--- config.mk ---
export PLATFORM = sky130hd
export DESIGN_NAME = plane_renderer
export DESIGN_NICKNAME = d
export VERILOG_FILES = /design/src/rtl/plane_renderer.sv
export SDC_FILE = /design/constraint.sdc
export NUM_CORES = 1
export LEC_CHECK = 0
export CAP_MARGIN = 20
export CORE_MARGIN = 1
export CORE_UTILIZATION = 40
export DETAILED_ROUTE_END_ITERATION = 16
export PLACE_DENSITY_LB_ADDON = 0.1
export SYNTH_ARGS = -nofsm -noshare
export SYNTH_HDL_FRONTEND = slang
export SYNTH_SLANG_ARGS = --single-unit
--- constraint.sdc ---
create_clock -name clk -period 11.3 [get_ports clk]
set_input_delay 1.13 -clock clk [delete_from_list [all_inputs] [get_ports clk]]
set_output_delay 1.13 -clock clk [all_outputs]
set_load 0.05 [all_outputs]
--- src/rtl/plane_renderer.sv ---
// Plane renderer: turns the plane-slot snapshot into a serial stream of VGA
// framebuffer writes (sprite draw/erase per visible slot, or full-screen clear).
module plane_renderer #(
  parameter int unsigned N_PLANES     = 10,
  parameter int unsigned SPR_W        = 4,
  parameter int unsigned SPR_H        = 4,
  parameter int unsigned X_MAX        = 159,
  parameter int unsigned Y_MAX        = 119,
  parameter logic [2:0]  DRAW_COLOUR  = 3'b111,
  parameter logic [2:0]  ERASE_COLOUR = 3'b000
) (
  input  logic                    clk,
  input  logic                    reset,
  input  logic                    load_coord,
  input  logic                    enable_datapath,
  input  logic [1:0]              op,
  input  logic                    plot,
  input  logic [8*N_PLANES-1:0]   x_flat,
  input  logic [8*N_PLANES-1:0]   y_flat,
  input  logic [N_PLANES-1:0]     vis,
  output logic [7:0]              vga_x,
  output logic [6:0]              vga_y,
  output logic [2:0]              vga_colour,
  output logic                    vga_plot,
  output logic                    busy,
  output logic                    done
);

  localparam int unsigned SLOT_W = (N_PLANES > 1) ? $clog2(N_PLANES) : 1;
  localparam int unsigned DX_W   = $clog2(SPR_W + 1);
  localparam int unsigned DY_W   = $clog2(SPR_H + 1);

  typedef enum logic [2:0] {S_IDLE, S_SEEK, S_PIXEL, S_CLEAR, S_DONE} state_t;

  state_t                  state, state_n;
  logic [8*N_PLANES-1:0]   xs, ys;
  logic [N_PLANES-1:0]     vis_s, rem, rem_n;
  logic [1:0]              op_r;
  logic [SLOT_W-1:0]       slot, slot_n, sel;
  logic                    found;
  logic [DX_W-1:0]         dx, dx_n;
  logic [DY_W-1:0]         dy, dy_n;
  logic [7:0]              cx, cx_n;
  logic [6:0]              cy, cy_n;
  logic [8:0]              sx, sy;
  logic [7:0]              x_n;
  logic [6:0]              y_n;
  logic [2:0]              colour_n;
  logic                    valid_n, px_valid;

  // Next-state, counter and next-pixel logic; pixel outputs are computed for
  // the state being entered so they appear registered during that state.
  always_comb begin
    state_n  = state;
    rem_n    = rem;
    slot_n   = slot;
    dx_n     = dx;
    dy_n     = dy;
    cx_n     = cx;
    cy_n     = cy;
    sel      = '0;
    found    = 1'b0;
    x_n      = '0;
    y_n      = '0;
    colour_n = '0;
    valid_n  = 1'b0;

    for (int i = int'(N_PLANES) - 1; i >= 0; i--) begin
      if (rem[i]) begin
        found = 1'b1;
        sel   = SLOT_W'(i);
      end
    end

    case (state)
      S_IDLE: begin
        rem_n = load_coord ? vis : vis_s;
        if (enable_datapath) begin
          case (op)
            2'b00:   state_n = S_DONE;
            2'b11: begin
              state_n = S_CLEAR;
              cx_n    = '0;
              cy_n    = '0;
            end
            default: state_n = S_SEEK;
          endcase
        end
      end
      S_SEEK: begin
        if (found) begin
          state_n = S_PIXEL;
          slot_n  = sel;
          dx_n    = '0;
          dy_n    = '0;
        end else begin
          state_n = S_DONE;
        end
      end
      S_PIXEL: begin
        if (dx == DX_W'(SPR_W - 1)) begin
          dx_n = '0;
          if (dy == DY_W'(SPR_H - 1)) begin
            state_n     = S_SEEK;
            rem_n[slot] = 1'b0;
          end else begin
            dy_n = dy + DY_W'(1);
          end
        end else begin
          dx_n = dx + DX_W'(1);
        end
      end
      S_CLEAR: begin
        if (cx == 8'(X_MAX)) begin
          cx_n = '0;
          if (cy == 7'(Y_MAX)) state_n = S_DONE;
          else                 cy_n = cy + 7'd1;
        end else begin
          cx_n = cx + 8'd1;
        end
      end
      S_DONE:  state_n = S_IDLE;
      default: state_n = S_IDLE;
    endcase

    sx = {1'b0, xs[{slot_n, 3'b000} +: 8]} + 9'(dx_n);
    sy = {1'b0, ys[{slot_n, 3'b000} +: 8]} + 9'(dy_n);

    case (state_n)
      S_PIXEL: begin
        x_n      = sx[7:0];
        y_n      = sy[6:0];
        colour_n = (op_r == 2'b10) ? DRAW_COLOUR : ERASE_COLOUR;
        valid_n  = (sx <= 9'(X_MAX)) && (sy <= 9'(Y_MAX));
      end
      S_CLEAR: begin
        x_n      = cx_n;
        y_n      = cy_n;
        colour_n = ERASE_COLOUR;
        valid_n  = 1'b1;
      end
      default: ;
    endcase
  end

  always_ff @(posedge clk) begin
    if (reset) begin
      state      <= S_IDLE;
      xs         <= '0;
      ys         <= '0;
      vis_s      <= '0;
      rem        <= '0;
      op_r       <= '0;
      slot       <= '0;
      dx         <= '0;
      dy         <= '0;
      cx         <= '0;
      cy         <= '0;
      vga_x      <= '0;
      vga_y      <= '0;
      vga_colour <= '0;
      px_valid   <= 1'b0;
      busy       <= 1'b0;
      done       <= 1'b0;
    end else begin
      state <= state_n;
      rem   <= rem_n;
      slot  <= slot_n;
      dx    <= dx_n;
      dy    <= dy_n;
      cx    <= cx_n;
      cy    <= cy_n;
      if (state == S_IDLE && load_coord) begin
        xs    <= x_flat;
        ys    <= y_flat;
        vis_s <= vis;
      end
      if (state == S_IDLE && enable_datapath) op_r <= op;
      vga_x      <= x_n;
      vga_y      <= y_n;
      vga_colour <= colour_n;
      px_valid   <= valid_n;
      busy       <= (state_n != S_IDLE);
      done       <= (state_n == S_DONE);
    end
  end

  // Live plot gate: suppresses writes without stalling the pass.
  assign vga_plot = px_valid & plot;

endmodule
==> impl_metrics.ini <==
[yosys]
syn_nets = 1554
synth.distinct_cells = 67
synth_area_per_cell_um2 = 7.614
synth_edf_count = 0
syn_inst = 1365
ys_warn_count = 0
synthArstFlopShare = 0
syn_area_um2 = 10390
yosysSeqAreaShare = 0.4411
synth_ff_type = dfxtp_1
synth_seq_cells = 229

[clock_network]
cts.sinks = 229
tritoncts = yes
clock_path_buffers = 3
cts_buffers = 25
post-cts-setup-buffers = 0
clk_transition_reported_paths_ns = 0.06
cts_hold_buf = 0
root_buffer = clkbuf_16
clk_latency_ns = 0.52
ctsHtreeMaxLevel = 1
cts_resized = 0

[route]
wl_um = 30500
drc_errors = 0
wl_per_cell_um = 16.42
antenna_left = 0
vias = 9746
avgViaCountPerCell = 5.248
drt_iter0_drc = 759
firstDrtPassIters = 7

[setup_path]
path_buf_inv = 1
path_cells = or3b_1 > nand2b_1 > o41ai_4 > buf_4 > and3_1 > a311oi_1 > o21ai_1 > o21ai_0 > ha_1 > a21o_1 > a21oi_1 > a21oi_1 > and2_1 > o311a_1 > o31ai_1
max_stage_delay_ns = 0.95
r2r-end = px_valid$_SDFF_PP0_
crit_family = compound AO/OA/AOI/OAI gates
reg2reg_slack_ns = 6.18
worst_path_most_repeated_cell = a21oi_1
cp_data_arrival_time_ns = 5.54
worstSetupPathType = reg2reg
critPathLaunchType = register
ff2ff_path_depth = 15
worstReg2RegStart = state[2]$_SDFF_PP0_
endpoint_kind = register
cp_max_fo = 23
slowest_stage = o41ai_4
critPathRequiredTime_ns = 11.72

[timing]
rsz0062_at_grt = no
hold_viol_final = 0
final-setup-viol-count = 0
fin_tns_setup_ns = 0
fin_crit_sh = 0.4535
slew_violations = 0
max_freq_mhz = 195.2
finalClockSkew_ns = 0.01697
post-route-min-period_ns = 5.124
slew_headroom = 0.2457
worst_hold_slack_ns = 0.4192
setup_slack_ns = 6.176
worst_pin_slew_ns = 1.131

[grt]
first_global_vias = 9046
grt_use_total = 0.2271
overflow = 0
grt_antenna_before_repair = 0
grt_max_degree = 145
grt_first_pass_wirelength_um = 47900

[finish]
nets = 1697
n_antenna_cell = 0
layout-drive-gt1-share = 0.05370
syn2layout_area_growth_pct = 28.61

[place]
gp_congestion = 0.8338
place_ws_ns = 6.192
port_buffers = 197
dpl.hpwl_um = 21370

[power]
ir_drop_v = 0.0001431
power_uw = 2274
p_leak_uw = 0.004938
powerDensity_nw_per_um2 = 170.1

[worst_hold_path]
min_path_cells = 1
holdCritStartpoint = op_r[0]$_SDFFE_PP0P_
hold_path_end = vga_colour[1]$_SDFF_PP0_
hp-class = reg2reg

[floorplanning]
fp-row-count = 58
io_pins = 198
die_h_um = 163.2
core_um2 = 25330
die_x_um = 163.2
start_util = 0.4104
die_area_um2 = 26630

[flow_run]
drv_cap = 0

[status]
status = completed
## power breakdown
group / switching [uW] / total [uW] / leakage, uW / internal, uW
Sequential: 42.5 / 920 / 0.00187 / 877
Clock: 324 / 839 / 0.000428 / 515
Combinational: 319 / 515 / 0.00264 / 196
## per-layer routing
metal  up-vias  global-route usage  wire, um  share of wire
li1       4942                   -         -              -
met2       237              0.3711     14050           0.46
met4         0             0.04545       493          0.016
met1      4530              0.3166     14410           0.47
met5         -                   0         0              0
met3        37             0.03250      1545          0.051
## sequential cells by signal (all words and copies together), names as in the netlist
name,count
done,1
slot,4
dx,3
op_r,2
rem,10
vga_y,7
xs,80
dy,3
cy,7
px_valid,1
busy,1
vga_x,8
state,3
vis_s,10
vga_colour,1
cx,8
ys,80
## worst register-to-register path, cell delays in order (launching register included)
cell and delay (ns):
dfxtp_1 0.37, or3b_1 0.59, nand2b_1 0.35, o41ai_4 0.95
buf_4 0.45, and3_1 0.23, a311oi_1 0.05, o21ai_1 0.18
o21ai_0 0.19, ha_1 0.34, a21o_1 0.15, a21oi_1 0.28
a21oi_1 0.12, and2_1 0.19, o311a_1 0.35, o31ai_1 0.24
## stage by stage
step / instances / cell area (um2) / utilization
2_1_floorplan: 1365 / 10390 / -
3_3_place_gp: 1810 / 12480 / 0.4929
3_5_place_dp: 1810 / 12480 / 0.4929
4_1_cts: 1856 / 13340 / 0.5267
5_1_grt: 1857 / 13370 / 0.5278
6_report: 1857 / 13370 / 0.5278
## how the worst max path moves through the flow
stage / start / end / slack [ns] / depth (start not counted)
5_1_grt: state[0]$_SDFF_PP0_ / px_valid$_SDFF_PP0_ / 5.72 / 15
3_3_place_gp: state[1]$_SDFF_PP0_ / px_valid$_SDFF_PP0_ / 6.34 / 15
6_report: state[2]$_SDFF_PP0_ / px_valid$_SDFF_PP0_ / 6.18 / 15
3_5_place_dp: state[2]$_SDFF_PP0_ / px_valid$_SDFF_PP0_ / 6.19 / 15
4_1_cts: state[2]$_SDFF_PP0_ / px_valid$_SDFF_PP0_ / 6.15 / 15
2_1_floorplan: state[1]$_SDFF_PP0_ / px_valid$_SDFF_PP0_ / 6.93 / 18
## kinds of logic (layout without fill, tap and decap cells)
logic type / after synthesis / count (layout) / share of synthesized area
flops: 229 / 229 / 0.4411
buf+inv: 93 / 255 / 0.03720
mux: 52 / 52 / 0.05225
simple gates: 626 / 626 / 0.2503
xor+xnor: 11 / 11 / 0.009269
fa+ha+maj: 12 / 12 / 0.01589
compound gates: 342 / 342 / 0.1941
## placed cells by master, fill, tap and decap left out, types with 5 or more instances in the layout
master	instances
nand2_1	470
dfxtp_1	229
a21oi_1	213
clkdlybuf4s50_1	196
nor2_1	48
o21ai_0	40
mux2i_1	37
nand3_1	28
clkbuf_16	25
and3_1	21
a311oi_1	18
o21ai_1	15
nor2b_1	13
mux2_2	13
a22o_1	11
nor3_1	11
ha_1	10
buf_4	10
nand4_1	6
a31oi_1	6
xnor2_1	6
clkinv_2	6
clkbuf_8	6
a21o_1	5
xor2_1	5
clkbuf_1	5
## final cells by class
cell class,count,area [um2]
fillers,2518,11960
multi-input cells,1043,5435
flip-flops and latches,229,4584
repair buffers,208,2076
clock buffers,36,726.9
well taps,330,412.9
clock inverters,10,128.9
inverters,1,3.754
## synth_stat cells (3+ instances only)
cell	number	area, um2
a21o_1	5	37.54
a21oi_1	213	1066
a22o_1	11	96.34
a311oi_1	18	157.7
a31oi_1	6	37.54
and2_1	5	31.28
and3_1	21	131.4
buf_2	15	75.07
clkbuf_1	73	274.0
dfxtp_1	229	4584
ha_1	10	125.1
mux2_2	13	146.4
mux2i_1	37	370.4
nand2_1	471	1768
nand2b_1	4	25.02
nand3_1	28	140.1
nand4_1	6	37.54
nor2_1	48	180.2
nor2b_1	13	81.33
nor3_1	11	55.05
nor3b_1	3	22.52
o2111ai_1	3	26.28
o211ai_1	3	22.52
o21ai_0	40	200.2
o21ai_1	15	75.07
o22ai_1	3	18.77
o31ai_1	4	30.03
xnor2_1	6	52.55
xor2_1	5	43.79
Note: power is estimated with default switching activity, not from simulation.
